<file path="src/rtl/lpddr2_access_ctrl.sv">
// lpddr2_access_ctrl
// Shares one external LPDDR2 port between the instruction-fetch and data
// requesters. Each access is a single word. Data wins arbitration unless
// fetch has waited through STARVE_MAX consecutive data grants. A hung access
// is aborted after TIMEOUT cycles: err is set and read data is 32'hDEADBEEF.
//
// Optional feature: define LPDDR2_LAST_READ_BYPASS_EN to add a one-entry
// last-read buffer. A read that hits it completes without an LPDDR2 access.
//
// Ports
//   clk, rst                  clock; asynchronous active-high reset
//   if_req/if_addr            fetch request (held until if_ack), word address
//   if_rdata/if_ack           fetch read data, valid with the one-cycle ack
//   d_req/d_we/d_addr/d_wdata data request (held until d_ack)
//   d_rdata/d_ack             data read data, valid with the one-cycle ack
//   address/write_data        LPDDR2 address and write data
//   read_req/write_req        LPDDR2 request strobes (never both high)
//   mem_wait                  LPDDR2 waitrequest
//   read_data/mem_rvalid      LPDDR2 read return
//   busy                      controller not idle
//   err                       sticky timeout flag
module lpddr2_access_ctrl #(
  parameter int ADDR_W     = 27,
  parameter int DATA_W     = 32,
  parameter int TIMEOUT    = 255,
  parameter int STARVE_MAX = 4
) (
  input  logic              clk,
  input  logic              rst,
  input  logic              if_req,
  input  logic [ADDR_W-1:0] if_addr,
  output logic [DATA_W-1:0] if_rdata,
  output logic              if_ack,
  input  logic              d_req,
  input  logic              d_we,
  input  logic [ADDR_W-1:0] d_addr,
  input  logic [DATA_W-1:0] d_wdata,
  output logic [DATA_W-1:0] d_rdata,
  output logic              d_ack,
  output logic [ADDR_W-1:0] address,
  output logic [DATA_W-1:0] write_data,
  output logic              read_req,
  output logic              write_req,
  input  logic              mem_wait,
  input  logic [DATA_W-1:0] read_data,
  input  logic              mem_rvalid,
  output logic              busy,
  output logic              err
);

  localparam int                SW         = $clog2(STARVE_MAX + 1);
  localparam logic [SW-1:0]     STARVE_LIM = SW'(STARVE_MAX);
  // The counter is checked before it is incremented, so an abort occurs on
  // the TIMEOUT-th cycle spent in ISSUE or WAIT_RD.
  localparam logic [7:0]        TMO_LAST   = 8'(TIMEOUT - 1);
  localparam logic [DATA_W-1:0] ABORT_DATA = DATA_W'(32'hDEADBEEF);

  typedef enum logic [1:0] {S_IDLE, S_ISSUE, S_WAIT_RD, S_DONE} state_t;

  state_t            state_q;
  logic              owner_d_q;      // 1 = data requester owns the access
  logic              we_q;
  logic [7:0]        tmo_cnt_q;
  logic [SW-1:0]     starve_cnt_q;
  logic [SW-1:0]     starve_cnt_d;

  logic              pick_data;
  logic              pick_fetch;
  logic              pick_any;
  logic              pick_read;
  logic [ADDR_W-1:0] pick_addr;
  logic              tmo_hit;
  logic              byp_hit;
  logic [DATA_W-1:0] byp_rdata;

  always_comb begin
    pick_data    = d_req && ((starve_cnt_q < STARVE_LIM) || !if_req);
    pick_fetch   = if_req && !pick_data;
    pick_any     = pick_data || pick_fetch;
    pick_read    = pick_fetch || !d_we;
    pick_addr    = pick_data ? d_addr : if_addr;
    tmo_hit      = (tmo_cnt_q == TMO_LAST);
    starve_cnt_d = starve_cnt_q;
    if (state_q == S_IDLE) begin
      if (pick_fetch) begin
        starve_cnt_d = '0;
      end else if (pick_data && if_req && (starve_cnt_q != STARVE_LIM)) begin
        starve_cnt_d = starve_cnt_q + 1'b1;
      end
    end
  end

`ifdef LPDDR2_LAST_READ_BYPASS_EN
  logic              byp_valid_q;
  logic [ADDR_W-1:0] byp_addr_q;
  logic [DATA_W-1:0] byp_data_q;

  assign byp_hit   = byp_valid_q && pick_read && (pick_addr == byp_addr_q);
  assign byp_rdata = byp_data_q;

  always_ff @(posedge clk or posedge rst) begin
    if (rst) begin
      byp_valid_q <= 1'b0;
      byp_addr_q  <= '0;
      byp_data_q  <= '0;
    end else if ((state_q == S_ISSUE || state_q == S_WAIT_RD) && tmo_hit) begin
      byp_valid_q <= 1'b0;
    end else if (state_q == S_WAIT_RD && mem_rvalid) begin
      byp_valid_q <= 1'b1;
      byp_addr_q  <= address;
      byp_data_q  <= read_data;
    end else if (state_q == S_IDLE && pick_data && d_we && (d_addr == byp_addr_q)) begin
      byp_valid_q <= 1'b0;
    end
  end
`else
  assign byp_hit   = 1'b0;
  assign byp_rdata = '0;
`endif

  always_ff @(posedge clk or posedge rst) begin
    if (rst) begin
      state_q      <= S_IDLE;
      owner_d_q    <= 1'b0;
      we_q         <= 1'b0;
      tmo_cnt_q    <= '0;
      starve_cnt_q <= '0;
      read_req     <= 1'b0;
      write_req    <= 1'b0;
      if_ack       <= 1'b0;
      d_ack        <= 1'b0;
      busy         <= 1'b0;
      err          <= 1'b0;
      address      <= '0;
      write_data   <= '0;
      if_rdata     <= '0;
      d_rdata      <= '0;
    end else begin
      starve_cnt_q <= starve_cnt_d;
      case (state_q)
        S_IDLE: begin
          if (pick_any) begin
            owner_d_q <= pick_data;
            we_q      <= !pick_read;
            address   <= pick_addr;
            tmo_cnt_q <= '0;
            busy      <= 1'b1;
            if (!pick_read) write_data <= d_wdata;
            if (byp_hit) begin
              // Buffer hit: DONE raises the ack one cycle later.
              state_q <= S_DONE;
              if (pick_data) d_rdata <= byp_rdata;
              else           if_rdata <= byp_rdata;
            end else begin
              state_q   <= S_ISSUE;
              read_req  <= pick_read;
              write_req <= !pick_read;
            end
          end
        end
        S_ISSUE, S_WAIT_RD: begin
          tmo_cnt_q <= tmo_cnt_q + 8'd1;
          if (tmo_hit) begin
            read_req  <= 1'b0;
            write_req <= 1'b0;
            err       <= 1'b1;
            state_q   <= S_DONE;
            d_ack     <= owner_d_q;
            if_ack    <= !owner_d_q;
            if (!we_q) begin
              if (owner_d_q) d_rdata <= ABORT_DATA;
              else           if_rdata <= ABORT_DATA;
            end
          end else if (state_q == S_ISSUE) begin
            if (!mem_wait) begin
              read_req  <= 1'b0;
              write_req <= 1'b0;
              if (we_q) begin
                state_q <= S_DONE;
                d_ack   <= owner_d_q;
                if_ack  <= !owner_d_q;
              end else begin
                state_q <= S_WAIT_RD;
              end
            end
          end else if (mem_rvalid) begin
            state_q <= S_DONE;
            d_ack   <= owner_d_q;
            if_ack  <= !owner_d_q;
            if (owner_d_q) d_rdata <= read_data;
            else           if_rdata <= read_data;
          end
        end
        S_DONE: begin
          // Normal paths enter with the ack already raised; a buffer hit
          // enters with it low and raises it here first.
          if (if_ack || d_ack) begin
            if_ack  <= 1'b0;
            d_ack   <= 1'b0;
            busy    <= 1'b0;
            state_q <= S_IDLE;
          end else begin
            d_ack  <= owner_d_q;
            if_ack <= !owner_d_q;
          end
        end
        default: state_q <= S_IDLE;
      endcase
    end
  end

endmodule

</file>
<file path="config.mk">
export PLATFORM = sky130hd
export DESIGN_NAME = lpddr2_access_ctrl
export DESIGN_NICKNAME = d
export VERILOG_FILES = /design/src/rtl/lpddr2_access_ctrl.sv
export SDC_FILE = /design/constraint.sdc
export NUM_CORES = 1
export LEC_CHECK = 0
export BUFFER_PORTS_ARGS = -buffer_cell sky130_fd_sc_hd__buf_4
export CORE_ASPECT_RATIO = 0.75
export CORE_MARGIN = 5
export CORE_UTILIZATION = 30
export DETAILED_ROUTE_END_ITERATION = 6
export GPL_ROUTABILITY_DRIVEN = 0
export PLACE_DENSITY_LB_ADDON = 0.15
export SLEW_MARGIN = 20
export SYNTH_ARGS = -nofsm -noshare
export SYNTH_HDL_FRONTEND = slang
export SYNTH_SLANG_ARGS = --single-unit
</file>
<file path="constraint.sdc">
create_clock -name clk -period 7.9 [get_ports clk]
set_clock_uncertainty 0.05 [all_clocks]
set_input_delay 0.79 -clock clk [delete_from_list [all_inputs] [get_ports clk]]
set_output_delay 0.79 -clock clk [all_outputs]
set_load 0.01 [all_outputs]
</file>
==> results of run 1 <==
## per-layer routing
metal | vias up | global-route usage, % | wire [um] | share of wire (%)
met5 | - | 0 | 20 | 0.12
met3 | 13 | 5.419 | 1318 | 8.1
met1 | 2228 | 18.77 | 7409 | 46
met4 | 2 | 4.431 | 178 | 1.1
li1 | 2170 | - | - | -
met2 | 176 | 20.94 | 7328 | 45
## layout by cell type (no fill, tap or decap), types with 2 or more instances in the layout
master / count
nand2_1: 40
o2111ai_1: 2
ha_1: 9
and4_2: 2
nor2_1: 10
a22o_1: 18
mux2_2: 32
clkinv_4: 4
nand2b_1: 2
o22a_1: 32
nand3_1: 3
inv_1: 13
nor2b_1: 3
o22a_2: 16
a21oi_1: 3
o211ai_1: 3
clkbuf_16: 17
inv_6: 5
clkinv_2: 3
mux2i_1: 30
o31ai_4: 2
o21ai_0: 42
inv_8: 2
buf_4: 257
dfrtp_1: 144
o2bb2ai_1: 2
xor2_1: 6
## Yosys cell counts, drive strengths merged (2+ instances only)
master   number  share of area [%]
a21boi        2               0.25
a21oi         3               0.25
a22o         18                2.6
and4          2               0.33
buf          13                1.6
clkbuf       14               0.87
dfrtp       144                 60
ha            9                1.9
inv          14               0.87
mux2         32                6.0
mux2i        30                5.0
nand2        40                2.5
nand2b        2               0.21
nand3         3               0.25
nor2         10               0.62
nor2b         3               0.31
o2111ai       4               0.98
o211ai        3               0.37
o21ai        43                3.6
o22a         48                7.3
o2bb2ai       2               0.29
o31ai         2               0.71
xor2          6               0.87
## registers in the layout, indices dropped and copies added, names as in the netlist, 2 cells and up
| signal | cells |
|---|---|
| d_rdata | 32 |
| write_data | 32 |
| address | 27 |
| if_rdata | 32 |
| tmo_cnt_q | 8 |
| starve_cnt_q | 3 |
| state_q | 2 |
## area by class of cell
cell class / count / area, sq um
timing repair buffer: 258 / 1957
tap: 253 / 316.6
multi-input combinational: 275 / 2220
sequential: 144 / 3603
fill: 1805 / 10830
clock buffer: 18 / 439.2
clock inverter: 14 / 123.9
inverter: 14 / 57.56
## logic make-up (layout without fill, tap and decap cells)
| group | after synthesis | after routing |
|---|---|---|
| xor+xnor | 6 | 6 |
| fa+ha+maj | 9 | 9 |
| compound gates | 131 | 131 |
| flops | 144 | 144 |
| buf+inv | 42 | 304 |
| simple gates | 67 | 67 |
| mux | 62 | 62 |
## worst max-delay path, delay by kind of cell, from the launching register on
family | cells | cell delay, ns
compound gates | 2 | 1.17
simple gates | 1 | 0.40
fa+ha+maj | 1 | 0.58
flops | 1 | 0.40
buf+inv | 1 | 0.11
## power by group through the flow
stage | registers [uW] | clock network (uW) | logic [uW]
6_report | 1310 | 758 | 1450
3_3_place_gp | 1310 | 0 | 1430
3_5_place_dp | 1310 | 0 | 1470
4_1_cts | 1310 | 783 | 1470
2_1_floorplan | 1410 | 0 | 650
5_1_grt | 1350 | 814 | 1580
## metrics by stage
step	cell area, sq um	hold slack, ns	total power, uW	util, %	cells
floorplan	6011	0.4000	2058	-	461
global placement	8127	0.4032	2735	41.58	943
detailed placement	8127	0.4049	2781	41.58	943
CTS	8690	0.4187	3557	44.46	975
global route	8717	0.4422	3744	44.60	976
finish	8717	0.4138	3514	44.60	976
## worst min-delay path by stage
| stage | slack, ns | end | cells after the start |
|---|---|---|---|
| 2_1_floorplan | 0.40 | starve_cnt_q[2]$_DFFE_PP0P_ | 2 |
| 3_3_place_gp | 0.40 | err$_DFFE_PP0P_ | 1 |
| 3_5_place_dp | 0.40 | err$_DFFE_PP0P_ | 1 |
| 4_1_cts | 0.42 | err$_DFFE_PP0P_ | 1 |
| 5_1_grt | 0.44 | err$_DFFE_PP0P_ | 1 |
| 6_report | 0.41 | err$_DFFE_PP0P_ | 1 |
==> flow_metrics.py, run 1 <==
metrics = {
    "outcome": {
        "status": "complete, no violations",
    },
    "grt": {
        "grt_use_total_pct": 13.99,
        "grt_max_degree": 74,
        "grt_pass1_vias": 4900,
        "overflow": 0,
        "antenna_found_initial": 1,
        "grt_pass1_wl_mm": 26.16,
    },
    "clocking": {
        "cts_tree": "built",
        "clock-root-buffer": "clkbuf_16",
        "ctsHoldBuffers": 0,
        "ctsHtreeMaxLevel": 4,
        "ctsResizeCount": 0,
        "clockBufferDepth": 2,
        "cts_made_buffers": 17,
        "clkSinkCount": 144,
        "clkSlewWorstSetupHoldPaths_ns": 0.07,
        "cts_setup_buffers": 0,
        "clk_latency_ns": 0.41,
    },
    "sta": {
        "finalCritPeriodShare_pct": 35.08,
        "finalWorstSetupSlack_ns": 5.129,
        "rsz0062_at_grt": "false",
        "tightest_slew_ns": 1.084,
        "max_freq_ghz": 0.3609,
        "slew_headroom_pct": 27.72,
        "hold_viol": 0,
        "tns_ns": 0,
        "setup_viol": 0,
        "drv_slew": 0,
        "fin_crit_ns": 2.771,
    },
    "logic_synthesis": {
        "synthXorXnorAreaFrac_pct": 0.8743,
        "syn_avg_cell_area_sq_um": 13.04,
        "synth_top_family_by_area": "compound AO/OA/AOI/OAI gates",
        "synth.distinct_cells": 43,
        "synthMuxAreaShare_pct": 10.99,
        "yosys.area_share.adder_pct": 1.873,
        "synth_compound_area_share_pct": 17.44,
        "syn-cell-area_sq_um": 6011,
        "synthArstFlopShare_pct": 100.0,
        "ys_ff_latch": 144,
        "ys_seq_area_share_pct": 59.95,
        "synth.net_count": 595,
        "synth-simple-area-share_pct": 5.371,
        "ys.flop_type": "dfrtp_1",
        "yosys_warnings": 0,
        "synth-edff-count": 0,
        "synthCells": 461,
    },
    "setup_path": {
        "crit_slowest_cell": "o31ai_4",
        "worst_r2r_startpoint": "state_q[0]$_DFFE_PP0P_",
        "path_cells": "inv_1 > ha_1 > or2b_2 > o31ai_4 > o22a_2",
        "critPathKind": "flop to flop",
        "critical_path_peak_fanout": 24,
        "startpoint": "state_q[0]$_DFFE_PP0P_",
        "arrival_ns": 3.07,
        "critPathLaunchType": "flop",
        "required_ns": 8.20,
        "slowest_delay_ns": 0.87,
        "rrSetupSlack_ns": 5.13,
        "cp-end-kind": "flop",
        "crit_end": "d_rdata[19]$_DFFE_PP0P_",
        "rr_worst_depth": 5,
        "r2r-end": "d_rdata[19]$_DFFE_PP0P_",
    },
    "power_and_ir_drop": {
        "p_leak_uw": 0.004178,
        "internal_power_uw": 2254,
        "power_density_nw_per_um2": 403.1,
        "irDropWorstVdd_mv": 0.1636,
        "p_comb_share_pct": 41.2,
        "switching_power_uw": 1260,
        "switching_share_pct": 35.85,
        "seq_power_share_pct": 37.2,
        "clkPwrFrac_pct": 21.6,
    },
    "placement": {
        "hpwl_mm": 11.99,
        "port_buffers": 253,
        "dp_worst_setup_slack_ns": 5.149,
    },
    "finish": {
        "nets": 844,
        "drive_gt1_share_pct": 48.96,
        "diodes": 0,
        "syn_to_final_growth_pct": 45.02,
    },
    "floorplan": {
        "core_area_sq_um": 19540,
        "die-area_sq_um": 23000,
        "start_util_pct": 30.76,
        "io_pins": 254,
        "num_rows": 44,
        "die_h_um": 132.6,
        "die_w_um": 173.4,
    },
    "worst_hold_path": {
        "min-delay-start": "err$_DFFE_PP0P_",
        "hold_path.class": "flop to flop",
    },
    "routing": {
        "drc": 0,
        "first_pass_iters": 4,
        "wl_mm": 16.25,
        "vias_per_cell": 4.702,
        "drt_iter0_markers": 213,
        "num_vias": 4589,
        "detail_route.wl_per_cell_um": 16.65,
        "postRouteAntennaNets": 0,
    },
    "job": {
        "drv_cap": 0,
    },
}
No activity file was read; power rests on OpenSTA's default activity.
==> run 2, diff against run 1 <==
--- a/config.mk
+++ b/config.mk
@@ -5,6 +5,7 @@
 export SDC_FILE = /design/constraint.sdc
 export NUM_CORES = 1
 export LEC_CHECK = 0
+export ABC_AREA = 1
 export BUFFER_PORTS_ARGS = -buffer_cell sky130_fd_sc_hd__buf_4
 export CORE_ASPECT_RATIO = 0.75
 export CORE_MARGIN = 5
==> constraint.sdc (replaced) <==
create_clock -name clk -period 2.3 [get_ports clk]
set_clock_uncertainty 0.05 [all_clocks]
set_input_delay 0.23 -clock clk [delete_from_list [all_inputs] [get_ports clk]]
set_output_delay 0.23 -clock clk [all_outputs]
set_load 0.01 [all_outputs]
==> run 2 against run 1 <==
Net effect:
- final cell count grew 40%
- critical path depth is 4 higher
- total power rose to 3.6 times the previous value
- critical endpoint is now if_rdata[29]$_DFFE_PP0P_
- largest cell class unchanged
==> flow_metrics.py, run 2 <==
metrics = {
    "logic_synthesis": {
        "synth_commonest_cells": "nand2_1, dfrtp_1, nor2_1, inv_1, o21ai_0",
        "ys_ff_latch": 144,
        "synthCells": 780,
        "synth_top_area_cell": "dfrtp_1",
        "synth_top_area_share_pct": 55.29,
        "ys_seq_area_share_pct": 55.29,
        "syn-cell-area_sq_um": 6518,
        "synthArstFlopShare_pct": 100.0,
        "yosys_warnings": 0,
        "synth_most_common_cell": "nand2_1",
        "synth.net_count": 914,
        "synth-edff-count": 0,
        "synth.distinct_cells": 29,
        "ys.flop_type": "dfrtp_1",
        "syn_avg_cell_area_sq_um": 8.356,
        "synth_area_leaders": "dfrtp_1, nand2_1, o21ai_0, nor2_1, a31oi_1",
    },
    "setup_path": {
        "rr_worst_depth": 9,
        "required_ns": 2.55,
        "cp-end-kind": "flop",
        "r2r-end": "if_rdata[29]$_DFFE_PP0P_",
        "crit_slowest_cell": "dfrtp_1",
        "critical_path_peak_fanout": 32,
        "path_cells": "inv_1 > ha_1 > inv_1 > nor2_4 > nand2_4 > a21oi_4 > nand3_4 > nand2_1 > nand2_1",
        "slowest_delay_ns": 0.39,
        "arrival_ns": 2.35,
        "worst_r2r_startpoint": "tmo_cnt_q[0]$_DFFE_PP0P_",
        "rrSetupSlack_ns": 0.20,
        "critPathLaunchType": "flop",
        "critPathKind": "flop to flop",
    },
    "floorplan": {
        "die-area_sq_um": 24800,
        "die_w_um": 180.2,
        "io_pins": 254,
        "num_rows": 46,
        "die_h_um": 137.6,
        "core_area_sq_um": 21240,
        "start_util_pct": 30.69,
    },
    "clocking": {
        "ctsHtreeMaxLevel": 4,
        "cts_tree": "built",
        "clkSlewWorstSetupHoldPaths_ns": 0.07,
        "ctsResizeCount": 0,
        "clock-root-buffer": "clkbuf_16",
        "clockBufferDepth": 2,
        "cts_made_buffers": 17,
        "clkSinkCount": 144,
        "clk_latency_ns": 0.41,
    },
    "finish": {
        "drive_gt1_share_pct": 29.55,
        "final.fill_count": 2108,
        "layout_common_cells": "nand2_1, buf_4, dfrtp_1",
        "nets": 1204,
        "top_regs": "d_rdata x32, if_rdata x32, write_data x32",
        "syn_to_final_growth_pct": 49.22,
        "diodes": 0,
        "layout_commonest_cell": "nand2_1",
    },
    "grt": {
        "grt_pass1_wl_mm": 31.35,
        "antenna_found_initial": 0,
        "grt_pass1_vias": 5863,
        "grt_use_total_pct": 15.68,
        "grt_max_degree": 81,
        "overflow": 0,
    },
    "sta": {
        "tightest_slew_ns": 0.4645,
        "whs_ns": 0.02668,
        "finalCritPeriodShare_pct": 91.10,
        "drv_slew": 0,
        "fin_crit_ns": 2.095,
        "hold_viol": 0,
        "rsz0062_at_grt": "false",
        "max_freq_ghz": 0.4773,
        "slew_headroom_pct": 69.03,
        "setup_viol": 0,
        "tns_ns": 0,
    },
    "routing": {
        "first_pass_iters": 5,
        "vias_per_cell": 4.330,
        "drc": 0,
        "drt_iter0_markers": 217,
        "num_vias": 5936,
        "detail_route.wl_per_cell_um": 14.34,
        "wl_mm": 19.67,
        "postRouteAntennaNets": 0,
    },
    "power_and_ir_drop": {
        "p_leak_uw": 0.005194,
        "irDropWorstVdd_mv": 0.5622,
        "power_density_nw_per_um2": 1299,
    },
    "outcome": {
        "status": "complete, no violations",
    },
    "worst_hold_path": {
        "hold_path.class": "input port to flop",
        "hold_depth": 3,
        "worst_hold_path.endpoint": "address[15]$_DFFE_PP0P_",
        "min-delay-start": "d_addr[15]",
    },
    "placement": {
        "port_buffers": 253,
        "hpwl_mm": 13.37,
    },
    "job": {
        "drv_cap": 0,
    },
}
[run 2: worst max path at each step]
stage,cells past startpoint,end,startpoint
after detailed placement,9,if_rdata[29]$_DFFE_PP0P_,tmo_cnt_q[0]$_DFFE_PP0P_
after global placement,9,if_rdata[30]$_DFFE_PP0P_,tmo_cnt_q[0]$_DFFE_PP0P_
after global routing,9,if_rdata[4]$_DFFE_PP0P_,tmo_cnt_q[0]$_DFFE_PP0P_
after floorplan,1,address[0]$_DFFE_PP0P_,rst
final,9,if_rdata[29]$_DFFE_PP0P_,tmo_cnt_q[0]$_DFFE_PP0P_
after CTS,9,if_rdata[29]$_DFFE_PP0P_,tmo_cnt_q[0]$_DFFE_PP0P_
[run 2: timing repair]
item	in CTS	in global routing
hold buffers	40	0
setup buffers	0	0
endpoints found under the hold margin	183	0
[run 2: area by class of cell]
cell class              instances  area (sq um)  area share, %
inverters                      44         168.9          1.737
well taps                     288         360.3          3.705
clock buffers                  17         425.4          4.374
clock inverters                15         188.9          1.943
repair buffers                309          2482          25.52
multi-input cells             554          2496          25.67
flip-flops and latches        144          3603          37.05
[run 2: kinds of logic (layout without fill, tap and decap cells)]
family                     count (synthesis)  in the layout  synth area share [%]
DFF                                      144            144                 55.29
AOI/OAI and AO/OA                         89             89                 8.178
buffers and inverters                     82            385                 6.450
xor gates and xnor gates                   2              2                0.2688
adders and majority gates                  9              9                 1.728
and+or+nand+nor                          454            454                 28.09
[run 2: critical path: cells and delay by family (launching register included)]
family	cells	cell delay, ns
AOI/OAI and AO/OA	1	0.23
adders and majority gates	1	0.14
buffers and inverters	2	0.17
DFF	1	0.39
and+or+nand+nor	5	0.98
[run 2: routing by layer]
| metal | GRT usage (%) | routed length, um | vias up |
|---|---|---|---|
| li1 | - | - | 3024 |
| met3 | 4.249 | 1219 | 12 |
| met1 | 21.58 | 9304 | 2736 |
| met2 | 24.70 | 8960 | 164 |
| met4 | 4.072 | 181 | 0 |
| met5 | 0 | 0 | - |
[run 2: report_power, final]
group | leakage (uW) | switching [uW] | internal [uW]
logic | 0.00311 | 2940 | 2440
registers | 0.00178 | 670 | 3690
clock network | 0.000303 | 1230 | 1660
[run 2: per-stage QoR]
| step | setup WS (ns) | area (sq um) | instances | utilization (%) | total power, uW |
|---|---|---|---|---|---|
| 2_1_floorplan | 0.2150 | 6521 | 780 | - | 7199 |
| 5_1_grt | 0.03990 | 9726 | 1371 | 45.79 | 13610 |
| 4_1_cts | 0.1843 | 9726 | 1371 | 45.79 | 12860 |
| 3_5_place_dp | 0.2121 | 8711 | 1299 | 41.02 | 9834 |
| 3_3_place_gp | 0.2424 | 8711 | 1299 | 41.02 | 9803 |
| 6_report | 0.2048 | 9726 | 1371 | 45.79 | 12630 |
==> run 3, diff against run 2 <==
--- a/config.mk
+++ b/config.mk
@@ -9,7 +9,7 @@
 export BUFFER_PORTS_ARGS = -buffer_cell sky130_fd_sc_hd__buf_4
 export CORE_ASPECT_RATIO = 0.75
 export CORE_MARGIN = 5
-export CORE_UTILIZATION = 30
+export CORE_UTILIZATION = 44
 export DETAILED_ROUTE_END_ITERATION = 6
 export GPL_ROUTABILITY_DRIVEN = 0
 export PLACE_DENSITY_LB_ADDON = 0.15
==> run 3 against run 2 <==
Net effect:
- total power fell by 0.90%
- combinational power fell by 1%
- sequential power barely moved
- register-to-register slack barely moved
- die area fell by 30%
- via count rose by 2.0%
- maximum frequency fell by 0.49%
- sequential share of layout area rose by 0.78 points
- flip-flop and latch count did not move
- critical path type unchanged
==> flow_metrics.py, run 3 (synthesized netlist as in run 2, its figures left out) <==
metrics = {
    "outcome": {
        "status": "complete, no violations",
    },
    "setup_path": {
        "rrSetupSlack_ns": 0.19,
        "critical_path_peak_fanout": 32,
        "crit_family": "simple AND/OR/NAND/NOR gates",
        "arrival_ns": 2.35,
        "path_cells": "inv_1 > ha_2 > inv_1 > a21oi_4 > nand3_4 > nand2_1 > nand2_1",
        "slowest_delay_ns": 0.42,
        "cp-end-kind": "flop",
        "crit_slowest_cell": "ha_2",
        "critPathBufInv": 2,
        "critPathKind": "flop to flop",
        "required_ns": 2.54,
        "critPathLaunchType": "flop",
    },
    "floorplan": {
        "die-area_sq_um": 17370,
        "core_area_sq_um": 14500,
        "io_pins": 254,
        "die_h_um": 115.4,
        "num_rows": 38,
        "die_w_um": 150.5,
        "start_util_pct": 44.94,
    },
    "worst_hold_path": {
        "hold_path.class": "input port to flop",
    },
    "clocking": {
        "clk_latency_ns": 0.41,
        "ctsHtreeMaxLevel": 4,
        "clkSlewWorstSetupHoldPaths_ns": 0.06,
        "clock-root-buffer": "clkbuf_16",
        "cts_tree": "built",
        "clockBufferDepth": 2,
        "clkSinkCount": 144,
        "cts_made_buffers": 17,
    },
    "power_and_ir_drop": {
        "switching_power_uw": 4680,
        "internal_power_uw": 7835,
        "power_density_nw_per_um2": 1314,
        "switching_share_pct": 37.39,
        "p_comb_share_pct": 42.5,
        "clkPwrFrac_pct": 22.6,
        "irDropWorstVdd_mv": 0.7937,
        "seq_power_share_pct": 34.9,
        "p_leak_uw": 0.005132,
    },
    "finish": {
        "layout_common_cells": "nand2_1, buf_4, dfrtp_1",
        "final.fill_count": 1237,
        "top_regs": "d_rdata x32, if_rdata x32, write_data x32",
        "layout_commonest_cell": "nand2_1",
        "diodes": 0,
        "nets": 1195,
        "drive_gt1_share_pct": 29.61,
        "syn_to_final_growth_pct": 46.15,
        "layout.cells.non_filler": 1274,
    },
    "routing": {
        "wl_mm": 18.68,
        "drt_iter0_markers": 347,
        "num_vias": 6053,
        "postRouteAntennaNets": 0,
        "first_pass_iters": 4,
        "vias_per_cell": 4.751,
        "detail_route.wl_per_cell_um": 14.66,
        "drc": 0,
    },
    "grt": {
        "grt_pass1_vias": 5904,
        "grt_use_total_pct": 21.74,
        "antenna_found_initial": 0,
        "grt_pass1_wl_mm": 29.97,
        "grt_max_degree": 81,
        "overflow": 0,
    },
    "sta": {
        "finalWorstSetupSlack_ns": 0.1944,
        "rsz0062_at_grt": "false",
        "tns_ns": 0,
        "setup_viol": 0,
        "drv_slew": 0,
        "slew_headroom_pct": 36.16,
        "fin_crit_ns": 2.106,
        "finalCritPeriodShare_pct": 91.55,
        "hold_viol": 0,
        "max_freq_ghz": 0.4749,
        "tightest_slew_ns": 0.9565,
    },
    "placement": {
        "hpwl_mm": 12.65,
        "dp_worst_setup_slack_ns": 0.1434,
        "port_buffers": 253,
        "dp_cells": 1209,
    },
    "job": {
        "drv_cap": 0,
    },
}
[run 3: final timing paths]
path,startpoint,endpoint,cells past startpoint
setup / recovery,state_q[1]$_DFFE_PP0P_,if_rdata[28]$_DFFE_PP0P_,7
max in group asynchronous,rst,address[26]$_DFFE_PP0P_,4
hold reg to reg,if_rdata[17]$_DFFE_PP0P_,if_rdata[17]$_DFFE_PP0P_,2
min in group asynchronous,rst,write_data[10]$_DFFE_PP0P_,4
setup reg to reg,state_q[1]$_DFFE_PP0P_,if_rdata[28]$_DFFE_PP0P_,7
hold / removal,d_addr[14],address[14]$_DFFE_PP0P_,3
[run 3: metal layers]
metal | vias up | track usage [%] | part of all wire (%)
met5 | - | 0 | 0
met4 | 0 | 6.277 | 1.4
met3 | 20 | 5.871 | 7.9
li1 | 3015 | - | -
met2 | 187 | 35.00 | 48
met1 | 2831 | 29.11 | 43
[run 3: power by group through the flow]
| stage | Clock, uW | Combinational (uW) | Sequential (uW) |
|---|---|---|---|
| 6_report | 2830 | 5320 | 4370 |
| 3_3_place_gp | 0 | 5220 | 4380 |
| 4_1_cts | 2880 | 5380 | 4370 |
| 2_1_floorplan | 0 | 2400 | 4800 |
| 5_1_grt | 3010 | 5930 | 4520 |
| 3_5_place_dp | 0 | 5340 | 4390 |
[run 3: cell type report]
cell class / instances / area, sq um / area share (%)
Clock buffer: 19 / 442.9 / 4.650
Clock inverter: 13 / 163.9 / 1.721
Inverter: 44 / 168.9 / 1.773
Multi-Input combinational cell: 554 / 2499 / 26.23
Sequential cell: 144 / 3603 / 37.83
Tap cell: 200 / 250.2 / 2.627
Timing Repair Buffer: 300 / 2397 / 25.17
[run 3: metrics by stage]
| step | power [uW] | utilization, % | hold slack, ns | area [sq um] |
|---|---|---|---|---|
| 2_1_floorplan | 7199 | - | 0.2969 | 6521 |
| 3_3_place_gp | 9607 | 59.21 | 0.3464 | 8586 |
| 3_5_place_dp | 9726 | 59.21 | 0.3456 | 8586 |
| 4_1_cts | 12630 | 65.67 | 0.003378 | 9523 |
| 5_1_grt | 13460 | 65.69 | 0.01200 | 9525 |
| 6_report | 12520 | 65.69 | 0.02016 | 9525 |
[run 3: what timing repair did]
action,in CTS,in global routing
endpoints found under the hold margin,176,0
hold buffers,33,0
setup buffers,0,0
gates resized for setup,0,1
setup endpoints to repair,0,59
[run 3: worst register-to-register path, delay by kind of cell (launching register included)]
family	cells	cell delay [ns]
AO/OA/AOI/OAI	1	0.21
flip-flops	1	0.39
adder cells (fa/ha/maj)	1	0.42
AND/OR/NAND/NOR	3	0.63
buffers and inverters	2	0.28
